===== src/rtl/mult_seq_if.sv =====
// Request/result bundle for the sequential 32x32 multiplier.
// The slave side is the multiplier; the master side issues operands and collects the product.
interface mult_seq_if;
    logic        i_start;
    logic        i_sign;
    logic [31:0] i_a;
    logic [31:0] i_b;
    logic [31:0] o_hi;
    logic [31:0] o_lo;
    logic        o_busy;
    logic        o_done;

    modport master (
        output i_start, i_sign, i_a, i_b,
        input  o_hi, o_lo, o_busy, o_done
    );

    modport slave (
        input  i_start, i_sign, i_a, i_b,
        output o_hi, o_lo, o_busy, o_done
    );
endinterface


===== src/rtl/mult_seq.sv =====
// Sequential 32x32 -> 64 shift-add multiplier.
// Supports signed and unsigned operands, with one multiplier bit consumed per clock.
//
//   state  | meaning
//   IDLE   | waiting for start
//   RUN    | 32 shift-add iterations, busy high
//   DONE   | one-cycle done pulse, new hi/lo valid; start here chains next op
module mult_seq (
    input  logic        i_clk,
    input  logic        i_rst,
    mult_seq_if.slave   bus
);
    typedef enum logic [1:0] {S_IDLE, S_RUN, S_DONE} state_t;

    state_t      r_state;
    state_t      w_state_next;
    logic [4:0]  r_cnt;
    logic [63:0] r_mcand;
    logic [63:0] r_acc;
    logic [31:0] r_mplier;
    logic        r_neg;
    logic [31:0] r_hi;
    logic [31:0] r_lo;

    logic        w_accept;
    logic        w_last;
    logic [31:0] w_a_mag;
    logic [31:0] w_b_mag;
    logic [63:0] w_acc_next;
    logic [63:0] w_prod;

    // A negated 0x80000000 stays 0x80000000, which is exactly the magnitude 2^31 as unsigned.
    assign w_a_mag    = (bus.i_sign && bus.i_a[31]) ? (~bus.i_a + 32'd1) : bus.i_a;
    assign w_b_mag    = (bus.i_sign && bus.i_b[31]) ? (~bus.i_b + 32'd1) : bus.i_b;
    assign w_acc_next = r_acc + (r_mplier[0] ? r_mcand : 64'd0);
    assign w_prod     = r_neg ? (~w_acc_next + 64'd1) : w_acc_next;
    assign w_last     = (r_cnt == 5'd31);

    always_ff @(posedge i_clk or posedge i_rst) begin
        if (i_rst) begin
            r_state <= S_IDLE;
        end else begin
            r_state <= w_state_next;
        end
    end

    always_comb begin
        w_state_next = r_state;
        w_accept     = 1'b0;
        case (r_state)
            S_IDLE: begin
                if (bus.i_start) begin
                    w_accept     = 1'b1;
                    w_state_next = S_RUN;
                end
            end
            S_RUN: begin
                if (w_last) begin
                    w_state_next = S_DONE;
                end
            end
            S_DONE: begin
                if (bus.i_start) begin
                    w_accept     = 1'b1;
                    w_state_next = S_RUN;
                end else begin
                    w_state_next = S_IDLE;
                end
            end
            default: w_state_next = S_IDLE;
        endcase
    end

    always_ff @(posedge i_clk or posedge i_rst) begin
        if (i_rst) begin
            r_cnt    <= 5'd0;
            r_mcand  <= 64'd0;
            r_acc    <= 64'd0;
            r_mplier <= 32'd0;
            r_neg    <= 1'b0;
            r_hi     <= 32'd0;
            r_lo     <= 32'd0;
        end else if (w_accept) begin
            r_cnt    <= 5'd0;
            r_mcand  <= {32'd0, w_a_mag};
            r_acc    <= 64'd0;
            r_mplier <= w_b_mag;
            r_neg    <= bus.i_sign & (bus.i_a[31] ^ bus.i_b[31]);
        end else if (r_state == S_RUN) begin
            r_cnt    <= r_cnt + 5'd1;
            r_mcand  <= r_mcand << 1;
            r_acc    <= w_acc_next;
            r_mplier <= r_mplier >> 1;
            if (w_last) begin
                r_hi <= w_prod[63:32];
                r_lo <= w_prod[31:0];
            end
        end
    end

    assign bus.o_hi   = r_hi;
    assign bus.o_lo   = r_lo;
    assign bus.o_busy = (r_state == S_RUN);
    assign bus.o_done = (r_state == S_DONE);
endmodule


===== src/flat_wrapper.sv =====
// flat-port wrapper written by rule: the top's interface ports become plain ports
module mult_seq_flat 
  (i_clk, i_rst, bus_i_start, bus_i_sign, bus_i_a, bus_i_b, bus_o_hi, bus_o_lo, bus_o_busy, bus_o_done);
  mult_seq_if bus_i ();
  input  logic i_clk;
  input  logic i_rst;
  input wire logic [$bits(bus_i.i_start)-1:0] bus_i_start;
  input wire logic [$bits(bus_i.i_sign)-1:0] bus_i_sign;
  input wire logic [$bits(bus_i.i_a)-1:0] bus_i_a;
  input wire logic [$bits(bus_i.i_b)-1:0] bus_i_b;
  output wire logic [$bits(bus_i.o_hi)-1:0] bus_o_hi;
  output wire logic [$bits(bus_i.o_lo)-1:0] bus_o_lo;
  output wire logic [$bits(bus_i.o_busy)-1:0] bus_o_busy;
  output wire logic [$bits(bus_i.o_done)-1:0] bus_o_done;
  assign bus_i.i_start = bus_i_start;
  assign bus_i.i_sign = bus_i_sign;
  assign bus_i.i_a = bus_i_a;
  assign bus_i.i_b = bus_i_b;
  assign bus_o_hi = bus_i.o_hi;
  assign bus_o_lo = bus_i.o_lo;
  assign bus_o_busy = bus_i.o_busy;
  assign bus_o_done = bus_i.o_done;
  mult_seq u_core (.i_clk(i_clk), .i_rst(i_rst), .bus(bus_i));
endmodule

===== config.mk =====
export PLATFORM = sky130hd
export DESIGN_NAME = mult_seq_flat
export DESIGN_NICKNAME = d
export VERILOG_FILES = /design/src/rtl/mult_seq_if.sv /design/src/rtl/mult_seq.sv /design/src/flat_wrapper.sv
export SDC_FILE = /design/constraint.sdc
export NUM_CORES = 1
export LEC_CHECK = 0
export CORE_MARGIN = 5
export CORE_UTILIZATION = 50
export CTS_CLUSTER_SIZE = 24
export DETAILED_ROUTE_END_ITERATION = 6
export PLACE_DENSITY = 0.7
export RECOVER_POWER = 50
export SLEW_MARGIN = 20
export SYNTH_ARGS = -nofsm -noshare
export SYNTH_HDL_FRONTEND = slang
export SYNTH_SLANG_ARGS = --single-unit
export TNS_END_PERCENT = 50

===== constraint.sdc =====
create_clock -name i_clk -period 12.08 [get_ports i_clk]
set_input_delay 2.416 -clock i_clk [delete_from_list [all_inputs] [get_ports i_clk]]
set_output_delay 2.416 -clock i_clk [all_outputs]
set_load 0.1 [all_outputs]

==> results.txt <==
The maximum clock path buffer count is 3. The arrival time reported for the critical path endpoint came out at 7.96 ns. The mean area per synthesized cell came out at 8.183 sq um. The path class of the tightest hold or removal check is register to register. The final critical delay including setup and external delays came out at 7.769 ns. The number of global-route vias before repair came to 14810. For this design the top-level I/O count stands at 134. The Yosys step of the flow raised 0 warnings. The die area is 0.03733 sq mm. In this run, synthesis produced a sequential element count of 232. The number of placement rows came out at 67.

The initial antenna violation count is 3. The max-cap violation count is 7. The die is 193.2 um wide. The highest cell delay on the worst timing path came out at 3.05 ns. For the final routed database, the setup TNS stands at 0 ns. Setup repair after global routing left no endpoint under its margin. The critical path's top delay family is buffers and inverters.

The most common cell after layout, fill and taps aside is sky130_fd_sc_hd__nand2_1. Post-CTS timing repair inserted 0 buffers for setup. The part of the cycle the worst path needs came out at 64.31%.

The area of placed instances is 0.01831 sq mm. The number of distinct library cells after synthesis came out at 83. The highest routed metal layer is met5. The fraction of layout cells with a size suffix above 1 is 4.473%. Yosys mapped a number of flops with a built-in enable equal to 0. TritonCTS built the clock tree. The final reports fail on max-capacitance violations, max-slew violations.

The die outline height is 193.2 um. The TritonCTS buffer count is 26. The signal on the critical path passes through dlygate4sd3_1, clkinvlp_2, clkbuf_1. The number of buffers inserted by hold repair at cts came out at 0. The combined buffer and inverter count along the critical path came out at 3. The area of all placed cells without fillers came out at 0.01917 sq mm. The cell with the largest stage delay on the worst path is sky130_fd_sc_hd__clkinvlp_2. The cell count of the worst reg-to-reg path is 7. The cell sitting at the root of the clock tree is a sky130_fd_sc_hd__clkbuf_16. Summing every instance area after synthesis gives 0.01678 sq mm. The total setup violations reported at the end of the flow came out at 0. Sequential cells were found to cover 34.59% of the synthesized design area. The total global routing track utilization is 26.21%. The number of failing hold endpoints at the final stage was 0.

STA classifies the critical path startpoint as an input port. At the pin with the least slew margin, the transition time is 5.552 ns. STA classifies the critical path endpoint as an async pin. The clock arrives with 0.01848 ns of skew. The first global-routing pass estimated 81670 um of wire. The met3 wire length is 4057 um. In the synthesized netlist the dominant register cell turns out to be sky130_fd_sc_hd__dfrtp_1. The final wirelength came out at 50980 um. The max-slew violation total from the final report is 642.

The net count of the mapped netlist came out at 2188. In the synthesized netlist the async set-or-reset flop fraction comes to 100.0%. After detailed routing, the wire length on met1 is 24740 um. The average wire length per cell after detail routing is 19.81 um. In the layout the commonest cells are sky130_fd_sc_hd__nand2_1 (325), sky130_fd_sc_hd__dfrtp_1 (232), sky130_fd_sc_hd__nor2_1 (174), sky130_fd_sc_hd__o21ai_0 (162), sky130_fd_sc_hd__clkdlybuf4s50_1 (131). Along the worst path, the maximum fanout reaches 123. The worst hold path cell count came out at 2. Detailed placement ended at an HPWL of 38450 um. The maximum number of pins on one net before global-route repair came out at 124. The total grt overflow came out at 0.

The critical path is of the input port to async pin type. The global placement routability congestion came out at 0.9608. Counting every sink on the clock net gives 232. Dividing the detail-routed via count by the number of cells gives 6.094. The starting utilization of the core area came out at 50.30%.

The via count of the routed design is 15680. The gate count after technology mapping is 2051. After the last flow step, the layout net total stands at 2242. In this run, post-CTS repair resized a total of 0 instances. The clock edge transition at the registers on the reported setup and hold paths is 0.06 ns. The later pin in the worst-skew pair is clocked with a latency of 0.56 ns. The flow ran to the end, but the final reports show violations.

In this run the remaining antenna-violating nets after routing total 0. Summed over all nets, wire length on met2 after detailed routing comes to 21200 um. Data on the critical path is required at its endpoint by 12.27 ns. The length of the first detailed-routing pass in iterations came out at 6.

The instance count on the critical path came out at 3. In this run the number of H-tree levels came out at 1. The total core area came out at 0.03336 sq mm. The fmax is 0.1287 GHz. The iteration-0 DRC count of the detailed router came out at 1473. The worst slew slack as a fraction of its limit is -272.1%. The count of buffers inserted at the top-level ports is 133. The area added between synthesis and finish came out at 14.21%. The number of remaining DRC errors is 0.
## area by class of cell
type / instances / area, sq um
sequential: 232 / 5806
multi-input combinational: 1671 / 10370
tap: 448 / 560.5
clock buffer: 31 / 720.7
timing repair buffer: 151 / 1444
fill: 3136 / 14200
antenna: 1 / 2.502
clock inverter: 16 / 178.9
inverter: 23 / 88.84
## cell families after synthesis
kind of cell               Yosys count  share of synthesized area [%]
AOI/OAI and AO/OA                  631                          24.83
xor gates and xnor gates           157                          8.194
adders and majority gates           69                          5.189
buffers and inverters              148                          3.698
DFF                                232                          34.59
muxes                                4                         0.2535
and+or+nand+nor                    810                          23.25
## synth_stat cells, drive strengths merged, types with 20 or more instances
master	instances	area [sq um]
o21ai	172	872.1
a21o	27	202.7
nand3	20	100.1
inv	23	86.33
a22o	93	814.5
buf	31	181.4
a31oi	73	456.7
a21oi	113	580.6
dfrtp	232	5806
ha	68	850.8
and2	86	538.0
nor3	42	210.2
xnor2	62	543.0
nor4	22	152.7
nand2	326	1226
o31ai	29	217.7
xor2	95	832.1
nand4	37	246.5
clkbuf	94	352.8
nor2	175	656.9
## stage by stage
step                std cells  setup WS, ns  utilization (%)  hold slack [ns]
floorplan                2051         3.303                -           0.4462
global placement         2525         6.348            54.88           0.4600
detailed placement       2525         6.181            54.88           0.4691
CTS                      2572         6.356            57.58           0.4827
global route             2572         3.095            57.44           0.5057
finish                   2573         4.311            57.45           0.4750
## worst paths after layout
path                                           from             endpoint  slack (ns)
worst max-delay path                          i_rst  u_core.bus.o_hi[29]        4.31
worst min-delay path            u_core.bus.o_hi[24]  u_core.bus.o_hi[24]        0.48
worst max register to register    u_core.r_state[0]   u_core.bus.o_lo[5]        4.55
worst min register to register  u_core.bus.o_hi[24]  u_core.bus.o_hi[24]        0.48
max in group i_clk                u_core.r_state[0]   u_core.bus.o_lo[5]        4.55
min in group asynchronous                     i_rst   u_core.r_mcand[13]        4.04
## sequential cells by signal, summed over array words and instances, names as in the netlist
signal           flops
u_core.bus.o_lo     32
u_core.r_acc        64
u_core.bus.o_hi     32
u_core.r_neg         1
u_core.r_state       2
u_core.r_mplier     32
u_core.r_mcand      64
u_core.r_cnt         5
## routing by layer
layer	up-vias	track usage, %
met5	-	0
met4	2	5.796
met3	57	4.662
met2	587	37.74
met1	7488	41.10
li1	7546	-
## worst reg2reg max path: stages, from the launching register on
cell                         delay (ns)
sky130_fd_sc_hd__dfrtp_1           0.41
sky130_fd_sc_hd__nand2b_2          0.08
sky130_fd_sc_hd__buf_4             0.68
sky130_fd_sc_hd__clkinvlp_2        0.41
sky130_fd_sc_hd__clkbuf_1          1.37
sky130_fd_sc_hd__nand2_1           1.01
sky130_fd_sc_hd__clkbuf_1          2.73
sky130_fd_sc_hd__o21ai_0           0.52
Power is not shown: default switching activity piles up to over one toggle a cycle in this logic, so the estimate is an artifact.
==> RTL change 1 (same flow settings) <==
The 3 states of `state_t` get a one-hot encoding in 3 bits.
--- a/src/rtl/mult_seq.sv
+++ b/src/rtl/mult_seq.sv
@@ -10,7 +10,7 @@
     input  logic        i_rst,
     mult_seq_if.slave   bus
 );
-    typedef enum logic [1:0] {S_IDLE, S_RUN, S_DONE} state_t;
+    typedef enum logic [2:0] {S_IDLE = 3'b001, S_RUN = 3'b010, S_DONE = 3'b100} state_t;
 
     state_t      r_state;
     state_t      w_state_next;
Formal check against the unedited RTL: no difference found for any inputs over 10 cycles, from zero or initial values and one cycle with i_rst high; not proved beyond that.
==> RTL change 1 against the original RTL <==
Via count is 5.7% higher. Design area up 3.1%. Worst setup slack worse by 0.21 ns. Wire length up 6.4%. Utilization increased by 0.17 points. Synthesized area up 2.8%. Sequential cell count grew 1. Count of clock-buffer cells in the layout rose by 1. Global-route usage up 1.1 points. The run ends with design-rule violations, max-capacitance violations, max-slew violations left.
==> RTL change 1: results <==
set metrics [dict create \
    drt-initial-drc-count 1320 \
    grtUsageMet2_pct 41.8 \
    m1WireLength_microns 25100 \
    drt_pass1_iterations 7 \
    status "finished, violations left" \
    synth_fp_nets 2309 \
    grtUsageMet3_pct 4.33 \
    vias 16600 \
    nets 2361 \
    min_to "u_core.bus.o_lo[15]" \
    routed_wirelength_microns 54300 \
    rr_endpoint "u_core.bus.o_hi[25]" \
    holdCritStartpoint "u_core.bus.o_lo[15]" \
    ff2ff_path_depth 9 \
    finalMaxSlewViolations 520 \
    dp_hpwl_microns 40900 \
    worstPathArrival_ns 8.42 \
    fmax_ghz 0.125 \
    crit_type "reg -> reg" \
    ys_top_cells_by_count "400 x nand2_1, 232 x dfrtp_1, 174 x nor2_1" \
    diodes 0 \
    holdWs_ns 0.467 \
    grt_max_degree 108 \
    grt_pass1_wl_microns 86000 \
    reg2reg_slack_ns 4.10 \
    drv_cap 8 \
    synth.avg_cell_area_sq_um 7.94 \
    grt_pass1_vias 15800 \
    met3_length_microns 3970 \
    worst_slew_pin_slew_ns 5.09 \
    worstSetupStartpoint "u_core.r_state[0]" \
    use_met1_pct 40.4 \
    drc 1 \
    synthTopCellsByArea "dfrtp_1 34%, nand2_1 8.7%, ha_1 4.9%" \
    path_max_fanout 71 \
    violations "design-rule violations, max-capacitance violations, max-slew violations" \
    gp_congestion 1.01 \
    slowest_stage "nand2_1" \
]
-- RTL change 1: changes by cell type after synthesis, moves of 12 or more --
cell	before	now
a21oi_1	109	148
a22o_1	93	49
buf_2	19	1
clkbuf_1	94	124
nand2_1	325	400
nand3_1	20	32
o21ai_0	162	121
o21ai_1	9	49
xor2_1	95	83
-- RTL change 1: cells by family after synthesis --
group	share of synthesized area [%]
and+or+nand+nor	25.7
AOI/OAI and AO/OA	23.9
DFF	33.8
buffers and inverters	3.25
xor gates and xnor gates	7.46
adders and majority gates	5.05
muxes	0.827
-- RTL change 1: cell type report --
| type | instances | area [sq um] |
|---|---|---|
| fill | 3164 | 14500 |
| sequential | 233 | 5830 |
| clock inverter | 16 | 225 |
| tap | 455 | 569 |
| timing repair buffer | 153 | 1480 |
| clock buffer | 32 | 703 |
| multi-input combinational | 1790 | 10900 |
| inverter | 20 | 77.6 |
==> RTL change 2 (same flow settings) <==
Made on the original files. Make the reset (`i_rst`) synchronous in 2 clocked blocks.
--- a/src/rtl/mult_seq.sv
+++ b/src/rtl/mult_seq.sv
@@ -36,7 +36,7 @@
     assign w_prod     = r_neg ? (~w_acc_next + 64'd1) : w_acc_next;
     assign w_last     = (r_cnt == 5'd31);
 
-    always_ff @(posedge i_clk or posedge i_rst) begin
+    always_ff @(posedge i_clk) begin
         if (i_rst) begin
             r_state <= S_IDLE;
         end else begin
@@ -71,7 +71,7 @@
         endcase
     end
 
-    always_ff @(posedge i_clk or posedge i_rst) begin
+    always_ff @(posedge i_clk) begin
         if (i_rst) begin
             r_cnt    <= 5'd0;
             r_mcand  <= 64'd0;
Behaviour: differs if i_rst is asserted again (counterexample within 4 cycles, from zero or initial values and one cycle with i_rst high); with i_rst held inactive, the same outputs for 10 cycles.
==> RTL change 2 against the original RTL <==
The run still ends with max-capacitance violations, max-slew violations left. Design area shrank 4.0%. Synthesized cell count grew 7.6%. Critical path depth grew 1. Die area shrank 4.6%. Sequential cell count is the same. First-iteration DRC count grew 0.54%. Synthesized area shrank 4.9%. Wire length shrank 6.5%. Worst setup slack lost 0.29 ns. Largest cell class unchanged. Highest routed layer is now met4.
Power is left out: it rests on default switching activity, and per cell area and clock period it moved more than threefold.
==> RTL change 2: results <==
set metrics [dict create \
    status "finished, violations left" \
    violations "max-capacitance violations, max-slew violations" \
    grt_max_degree 115 \
    synthArstFlopShare_pct 0 \
    grt_pass1_wl_microns 77700 \
    drt_pass1_iterations 5 \
    placed_cells 2614 \
    synth_ff_type "dfxtp_1" \
    slew_headroom_pct -114 \
    synth_top_area_share_pct 29.1 \
    yosysUniqueCellTypes 81 \
    dp_hpwl_microns 35800 \
    final-nonclk-buf-share_pct 7.73 \
    inverters 28 \
    finalMaxSlewViolations 239 \
    diodes 0 \
    sh_seq_area_pct 25.3 \
    syn_to_final_growth_pct 15.2 \
    stdcell_area_sq_um 18400 \
    layout-drive-gt1-share_pct 4.16 \
    placed_area_sq_um 17400 \
    clk_share_pct 5.57 \
    holdWs_ns 0.454 \
    synth.avg_cell_area_sq_um 7.23 \
    dp_slack_ns 6.27 \
    reg2reg_slack_ns 6.16 \
    m1WireLength_microns 23700 \
    n_fill_cell 3036 \
    clock_skew_ns 0.0192 \
    numCtsBuffers 27 \
    maxUsedRoutingLayer "met4" \
    clkbuf_count 37 \
    cp_slowest_stage_delay_ns 2.22 \
    drv_cap 4 \
    grtUsageMet3_pct 4.93 \
    path_max_fanout 69 \
    gp_congestion 0.959 \
    yosysSeqAreaShare_pct 29.1 \
    worstPathArrival_ns 8.36 \
    fmax_ghz 0.124 \
    via_per_inst 5.97 \
]
## RTL change 2: changes by cell type after synthesis, moves of 15 or more
cell	before	now
clkbuf_1	94	131
a211oi_1	14	62
dfrtp_1	232	0
nor2_1	175	239
nand2_1	325	433
buf_2	19	4
a21oi_1	109	216
a311oi_1	5	64
a31oi_1	73	10
dfxtp_1	0	232
a22o_1	93	1
o21ai_0	162	83
xnor2_1	62	77
## RTL change 2: cell families after synthesis
family	after synthesis	share of synthesized area, %
compound gates	600	24.7
fa+ha+maj	69	5.46
flops	232	29.1
xor+xnor	171	9.38
simple gates	964	27.3
mux	1	0.0627
buf+inv	170	4.03
## RTL change 2: worst paths after layout
path | startpoint | end | depth (start not counted)
worst min-delay path | u_core.bus.o_hi[16] | u_core.bus.o_hi[16] | 2
worst max-delay path | i_rst | u_core.r_acc[8] | 4
worst min register to register | u_core.bus.o_hi[16] | u_core.bus.o_hi[16] | 2
worst max register to register | u_core.r_mplier[0] | u_core.bus.o_hi[28] | 18
